### src/rtl/uart_proc_if.sv
// Handshake bundle between uart_proc and the surrounding RX/TX FIFOs.
// master = processing engine side, slave = FIFO/top-level side.
interface uart_proc_if #(
   parameter int DBIT = 8
);
   logic [1:0]      op_sel;
   logic            tx_full;
   logic            rx_empty;
   logic [DBIT-1:0] r_data;
   logic [DBIT-1:0] w_data;
   logic            rd_uart;
   logic            wr_uart;
   logic            busy;

   modport master (
      input  op_sel, tx_full, rx_empty, r_data,
      output w_data, rd_uart, wr_uart, busy
   );

   modport slave (
      output op_sel, tx_full, rx_empty, r_data,
      input  w_data, rd_uart, wr_uart, busy
   );
endinterface

### src/rtl/uart_proc.sv
// RX FIFO -> op (pass / +K / invert / -K) -> TX FIFO engine, one word in flight.
// Optional UART_PROC_CNT_EN adds a 16-bit pushed-word counter with sync clear.
module uart_proc #(
   parameter int DBIT = 8,
   parameter int K    = 1
) (
   input  logic           clk,
   input  logic           reset,
   uart_proc_if.master    bus
`ifdef UART_PROC_CNT_EN
   ,
   input  logic           cnt_clr,
   output logic [15:0]    word_cnt
`endif
);

   localparam logic [DBIT-1:0] K_W = DBIT'(K);

   typedef enum logic [2:0] {
      IDLE = 3'd0,
      POP  = 3'd1,
      CALC = 3'd2,
      WAIT = 3'd3,
      PUSH = 3'd4
   } state_t;

   state_t          state, state_nx;
   logic [DBIT-1:0] data_reg, res_reg, res_nx;
   logic [1:0]      op_reg;
   logic            cap;

   always_ff @(posedge clk or negedge reset) begin
      if (!reset) state <= IDLE;
      else        state <= state_nx;
   end

   // Moore decode: strobes depend only on the registered state
   always_comb begin
      state_nx    = state;
      cap         = 1'b0;
      bus.rd_uart = 1'b0;
      bus.wr_uart = 1'b0;
      bus.busy    = 1'b1;
      case (state)
         IDLE: begin
            bus.busy = 1'b0;
            if (!bus.rx_empty) begin
               cap      = 1'b1;
               state_nx = POP;
            end
         end
         POP: begin
            bus.rd_uart = 1'b1;
            state_nx    = CALC;
         end
         CALC: state_nx = WAIT;
         WAIT: if (!bus.tx_full) state_nx = PUSH;
         PUSH: begin
            bus.wr_uart = 1'b1;
            state_nx    = IDLE;
         end
         default: state_nx = IDLE;
      endcase
   end

   always_comb begin
      case (op_reg)
         2'b00:   res_nx = data_reg;
         2'b01:   res_nx = data_reg + K_W;
         2'b10:   res_nx = ~data_reg;
         default: res_nx = data_reg - K_W;
      endcase
   end

   // op_sel is latched with the word so later changes cannot affect it
   always_ff @(posedge clk or negedge reset) begin
      if (!reset) begin
         data_reg <= '0;
         op_reg   <= 2'b00;
         res_reg  <= '0;
      end else begin
         if (cap) begin
            data_reg <= bus.r_data;
            op_reg   <= bus.op_sel;
         end
         if (state == CALC) res_reg <= res_nx;
      end
   end

   assign bus.w_data = res_reg;

`ifdef UART_PROC_CNT_EN
   // clear has priority over a coincident push
   always_ff @(posedge clk or negedge reset) begin
      if (!reset)              word_cnt <= '0;
      else if (cnt_clr)        word_cnt <= '0;
      else if (state == PUSH)  word_cnt <= word_cnt + 16'd1;
   end
`endif

endmodule

### src/flat_wrapper.sv
// flat-port wrapper written by rule: the top's interface ports become plain ports
module uart_proc_flat 
#(
   parameter int DBIT = 8,
   parameter int K    = 1
)
  (clk, reset, bus_op_sel, bus_tx_full, bus_rx_empty, bus_r_data, bus_w_data, bus_rd_uart, bus_wr_uart, bus_busy);
  uart_proc_if #(.DBIT(DBIT)) bus_i ();
  input  logic clk;
  input  logic reset;
  input wire logic [$bits(bus_i.op_sel)-1:0] bus_op_sel;
  input wire logic [$bits(bus_i.tx_full)-1:0] bus_tx_full;
  input wire logic [$bits(bus_i.rx_empty)-1:0] bus_rx_empty;
  input wire logic [$bits(bus_i.r_data)-1:0] bus_r_data;
  output wire logic [$bits(bus_i.w_data)-1:0] bus_w_data;
  output wire logic [$bits(bus_i.rd_uart)-1:0] bus_rd_uart;
  output wire logic [$bits(bus_i.wr_uart)-1:0] bus_wr_uart;
  output wire logic [$bits(bus_i.busy)-1:0] bus_busy;
  assign bus_i.op_sel = bus_op_sel;
  assign bus_i.tx_full = bus_tx_full;
  assign bus_i.rx_empty = bus_rx_empty;
  assign bus_i.r_data = bus_r_data;
  assign bus_w_data = bus_i.w_data;
  assign bus_rd_uart = bus_i.rd_uart;
  assign bus_wr_uart = bus_i.wr_uart;
  assign bus_busy = bus_i.busy;
  uart_proc #(.DBIT(DBIT), .K(K)) u_core (.clk(clk), .reset(reset), .bus(bus_i));
endmodule
### config.mk
export PLATFORM = sky130hd
export DESIGN_NAME = uart_proc_flat
export DESIGN_NICKNAME = d
export VERILOG_FILES = /design/src/rtl/uart_proc_if.sv /design/src/rtl/uart_proc.sv /design/src/flat_wrapper.sv
export SDC_FILE = /design/constraint.sdc
export NUM_CORES = 1
export LEC_CHECK = 0
export BUFFER_PORTS_ARGS = -buffer_cell sky130_fd_sc_hd__clkbuf_2
export CAP_MARGIN = 10
export CORE_MARGIN = 8
export CORE_UTILIZATION = 49
export DETAILED_ROUTE_END_ITERATION = 10
export GPL_TIMING_DRIVEN = 0
export PLACE_DENSITY = 0.84
export SYNTH_ARGS = -nofsm -noshare
export SYNTH_HDL_FRONTEND = slang
export SYNTH_SLANG_ARGS = --single-unit
### constraint.sdc
create_clock -name clk -period 2.4 [get_ports clk]
set_input_delay 0.12 -clock clk [delete_from_list [all_inputs] [get_ports clk]]
set_output_delay 0.12 -clock clk [all_outputs]
set_load 0.005 [all_outputs]
* Yosys cells after proc, flatten, opt, wreduce, memory -nomap -nowiden
Cells that the tools add are included.
Word-level totals: memories kept 0, register bits 21, bits in writable memories 0, word-level logic and storage cells 27, ROM bits 0, bits in latches 0, output and inout bits 11, input bits 14
Cells by class: equal/unequal tests 8, bitwise operators 1, reductions and logical operators 3, shifts and indexed selects 0, $add $sub $neg 2, magnitude comparators 0, multiply operators 0, muxes and demuxes 9, div/mod/pow operators 0
Operator list (number):
- $pmux 8 s3 | 1
- $pmux 3 s4 | 1
- $add 8x1->8 const B | 1
- $not 8->8 | 1
- $sub 8x1->8 const B | 1
- $eq 3x2->1 const B | 2
- $mux 3 | 2
- $mux 1 | 5
- $ne 2x2->1 const B | 2
- $eq 3x1->1 const B | 1
- $eq 3x3->1 const B | 1
- $logic_not 3->1 | 1
- $eq 2x1->1 const B | 1
- $eq 2x2->1 const B | 1
- $logic_not 2->1 | 1
- $reduce_and 2->1 | 1

* Longest topological paths before layout
word-level depth 3, gate-level depth with buffers 8, depth with buffers taken out 6

* Worst setup path after synthesis
Ideal clock, no wire load.
kind reg-to-reg, from register u_core.op_reg[0], to register u_core.res_reg[5], in the netlist u_core.bus.w_data[5], library setup time 124 ps, arrival time 2164 ps, required time 2276 ps, path slack 112 ps, period minus slack after synthesis 2288 ps, stages on the path, launching flop included 8, path buffers 2, path through dfrtp_1 -> buf_4 -> clkbuf_1 -> nand2b_1 -> ha_1 -> or4b_2 -> mux2i_1 -> o31ai_1
Between the ends: cells in the longest elaborated chain, start to end 2, elaborated cells between the ends (all ways) 4, classes of those cells 2 x eq/ne; 1 x mux; 1 x reduce/logical
Ends and longest elaborated chain:
- from (decl) | line uart_proc.sv:29 | logic [1:0] op_reg;
- from (signal assigned) | line uart_proc.sv:84 | op_reg <= bus.op_sel;
- $eq 2x2->1, or another cell as far along | line uart_proc.sv:67 | case (op_reg)
- $pmux 8 s3 (*) | line uart_proc.sv:67
- to (signal assigned) | line uart_proc.sv:86 | if (state == CALC) res_reg <= res_nx;
- to (decl) | line uart_proc.sv:28 | logic [DBIT-1:0] data_reg, res_reg, res_nx;
Mark *: on every way between the ends. The rest lies on a longest branch, timed or not. A chain may end at the register's enable or synchronous reset.

* Worst setup path in the final report
from register u_core.op_reg[0], to register u_core.res_reg[7], in the netlist u_core.bus.w_data[7]
The elaborated chain is that of the path after synthesis.

==> metrics <==
status=finished clean; Clock Latency Late Sink=about 300 ps; CTS root buf=clkbuf_4; Most used DFF post-synth=dfrtp_1; die area=4591 µm²; Worst setup SP type=flop; DRC=0; # H-tree levels=1; share of layout cells above drive strength 1=0.3182; Net Count, Synth=147; Diodes inserted=0; synth unique cells=40; switching share of power=0.4525; min Tclk post-route=roughly 2300 ps; CTS tree=built; highest clock rate=436.8 MHz; Critical Path Max Stage Delay=380 ps; Max-slew headroom=0.6579; gr ovfl total=0; fin area=about 1500 µm²; Fin. Hold Viols=0; placed inst area=between 1000 and 1500 µm²; sequential area share after synthesis=0.4004; Starting Density=0.5250; via count=1072; max_cap viols=0; Mapped Cells=between 100 and 150; sequential share of power=0.281; power consumption=~2.5 mW; Crit Path Class=flop to flop; FF+latch count, synth=21; worst slew pin tran=roughly 510 ps; first-pass GRT wire length=4698 µm; Initial DRT Pass Iterations=4; port buffer count=24; leading cell type in the layout, fill and taps excluded=clkbuf_2; routed len/inst=approximately 16 µm; Pleak=between 0.6 and 0.7 nW; Nets=177; Max VDD drop=0.8781 mV; Max Slew Vio Count=0; combinational power share=0.651; All-Layer GR Usage=0.1308; Longest Clk Path Bufs=2; initial antenna violation count=0; die height=between 60 and 70 µm; Synth area leaders=dfrtp_1 (40%), mux2_2 (8.6%), ha_1 (6.7%); Via density=between 5 and 6; CTS Buf Count=3; Core Area=roughly 2500 µm²; Final period util=0.9539; most frequent cells in the layout=clkbuf_2 (24), dfrtp_1 (21), o21ai_0 (11); Worst Path Required=roughly 2600 ps; top cell type by total area after synthesis=dfrtp_1; unrepaired setup endpoints after global routing=no; slowest cell on the critical path=dfrtp_1; Worst setup EP type=flop; largest net degree at the start of global routing=22; CP top delay family=compound AO/OA/AOI/OAI gates; num rows=18; crit-path cells=buf_4 > clkbuf_4 > nand2b_4 > ha_2 > a2111oi_1 > o21ai_0 > a211o_2 > o211ai_1; number of flops mapped to enable cells by yosys=0; async set-reset flop share out of synthesis=1.000; Post-Syn Area per Cell=about 11 µm²; Crit Path Max Fanout=10; Cell Int Power=roughly 1.4 mW; vias in the first global route=roughly 1100; switching pwr=~1.1 mW; PwrDens=1638 nW/µm²; Hold Crit Class=input pin to flop; final antenna-violating net count=0; Reg clk slew, reported paths=between 100 and 150 ps; area share of the largest cell type after synthesis=0.4004; Ys Warns=0; placer congestion estimate=0.7956; Critical Path AT=approximately 2500 ps; clk_skew=2.167 ps; hold_ws=between 40 and 50 ps; area delta synth->final=16.02%; Post-Syn Area=approximately 1300 µm²; clock group share of total power=0.068; dpl hpwl=around 2200 µm; WL final=roughly 2900 µm; Starting DRT DRC Count=36; Critical path buffers and inverters=2; Clock Sinks=21; IO Pins=25; Final setup viols=0; postcts setup bufs=0; Die Wd=67.76 µm
[power groups by stage]
stage / clock network, mW / logic (mW) / registers, mW
floorplan: 0 / 1.18 / 0.679
global placement: 0 / 1.45 / 0.692
detailed placement: 0 / 1.54 / 0.711
CTS: 0.175 / 1.56 / 0.703
global route: 0.193 / 1.78 / 0.731
finish: 0.169 / 1.62 / 0.702
[layer usage]
metal | up-vias | share of wire | track usage
met1 | 509 | 0.41 | 0.1416
li1 | 517 | - | -
met3 | 7 | 0.058 | 0.02980
met2 | 39 | 0.51 | 0.2284
met5 | - | 0 | 0
met4 | 0 | 0.021 | 0.07572
[worst paths after layout]
kind | start | endpoint | slack, ps | depth (start not counted)
min | bus_op_sel[1] | u_core.op_reg[1] | 40 | 2
min reg2reg | u_core.bus.w_data[5] | u_core.bus.w_data[5] | 490 | 2
max | u_core.op_reg[0] | u_core.bus.w_data[7] | 110 | 8
max reg2reg | u_core.op_reg[0] | u_core.bus.w_data[7] | 110 | 8
min in group asynchronous | reset | u_core.data_reg[3] | 300 | 2
max in group asynchronous | reset | u_core.state[0] | 1750 | 2
[what timing repair did]
item / CTS / global route
resized for setup: 3 / 4
hold buffers: 1 / 0
endpoints found under the setup margin: 4 / 2
hold endpoints to repair: 21 / 0
[logic make-up after synthesis]
logic type                 count (synthesis)  synth area share
and+or+nand+nor                           38            0.1745
AOI/OAI and AO/OA                         33            0.1640
DFF                                       21            0.4004
muxes                                     11           0.09342
xor gates and xnor gates                   9           0.06005
adders and majority gates                  8           0.08198
buffers and inverters                      5           0.02573
[worst register-to-register path, delay by kind of cell (launching register included)]
family / cells / cell delay, ps
AO/OA/AOI/OAI: 4 / 990
flip-flops: 1 / 380
buffers and inverters: 2 / 360
adder cells (fa/ha/maj): 1 / 340
AND/OR/NAND/NOR: 1 / 150
[cell type report]
| type | count | area (µm²) |
|---|---|---|
| plain buffers | 4 | 33.78 |
| flip-flops and latches | 21 | 525.5 |
| multi-input cells | 99 | 765.7 |
| repair buffers | 25 | 130.1 |
| well taps | 30 | 37.54 |
| inverters | 1 | 3.754 |
| fillers | 202 | 977.2 |
| clock buffers | 4 | 26.28 |
[stage by stage]
step	instances	utilization	TNS [ps]	worst slack [ps]
CTS	184	0.6051	0	45.52
global placement	179	0.5881	-468.1	-188.7
floorplan	125	-	0	112.0
global route	184	0.6091	0	43.46
detailed placement	179	0.5881	-800.7	-291.3
finish	184	0.6091	0	110.6
[cells in the mapped netlist, types with 2 or more instances]
cell type	n
xnor2_1	5
o21ai_0	11
nand2b_1	2
nor3_1	6
a21oi_1	5
ha_1	7
o211ai_1	2
dfrtp_1	21
nand2_1	8
nor2_1	9
nor3b_1	2
xor2_1	4
a2111oi_0	2
a211oi_1	4
mux2_2	10
and2_1	2
a21o_1	2
No activity file was read; power rests on OpenSTA's default activity.
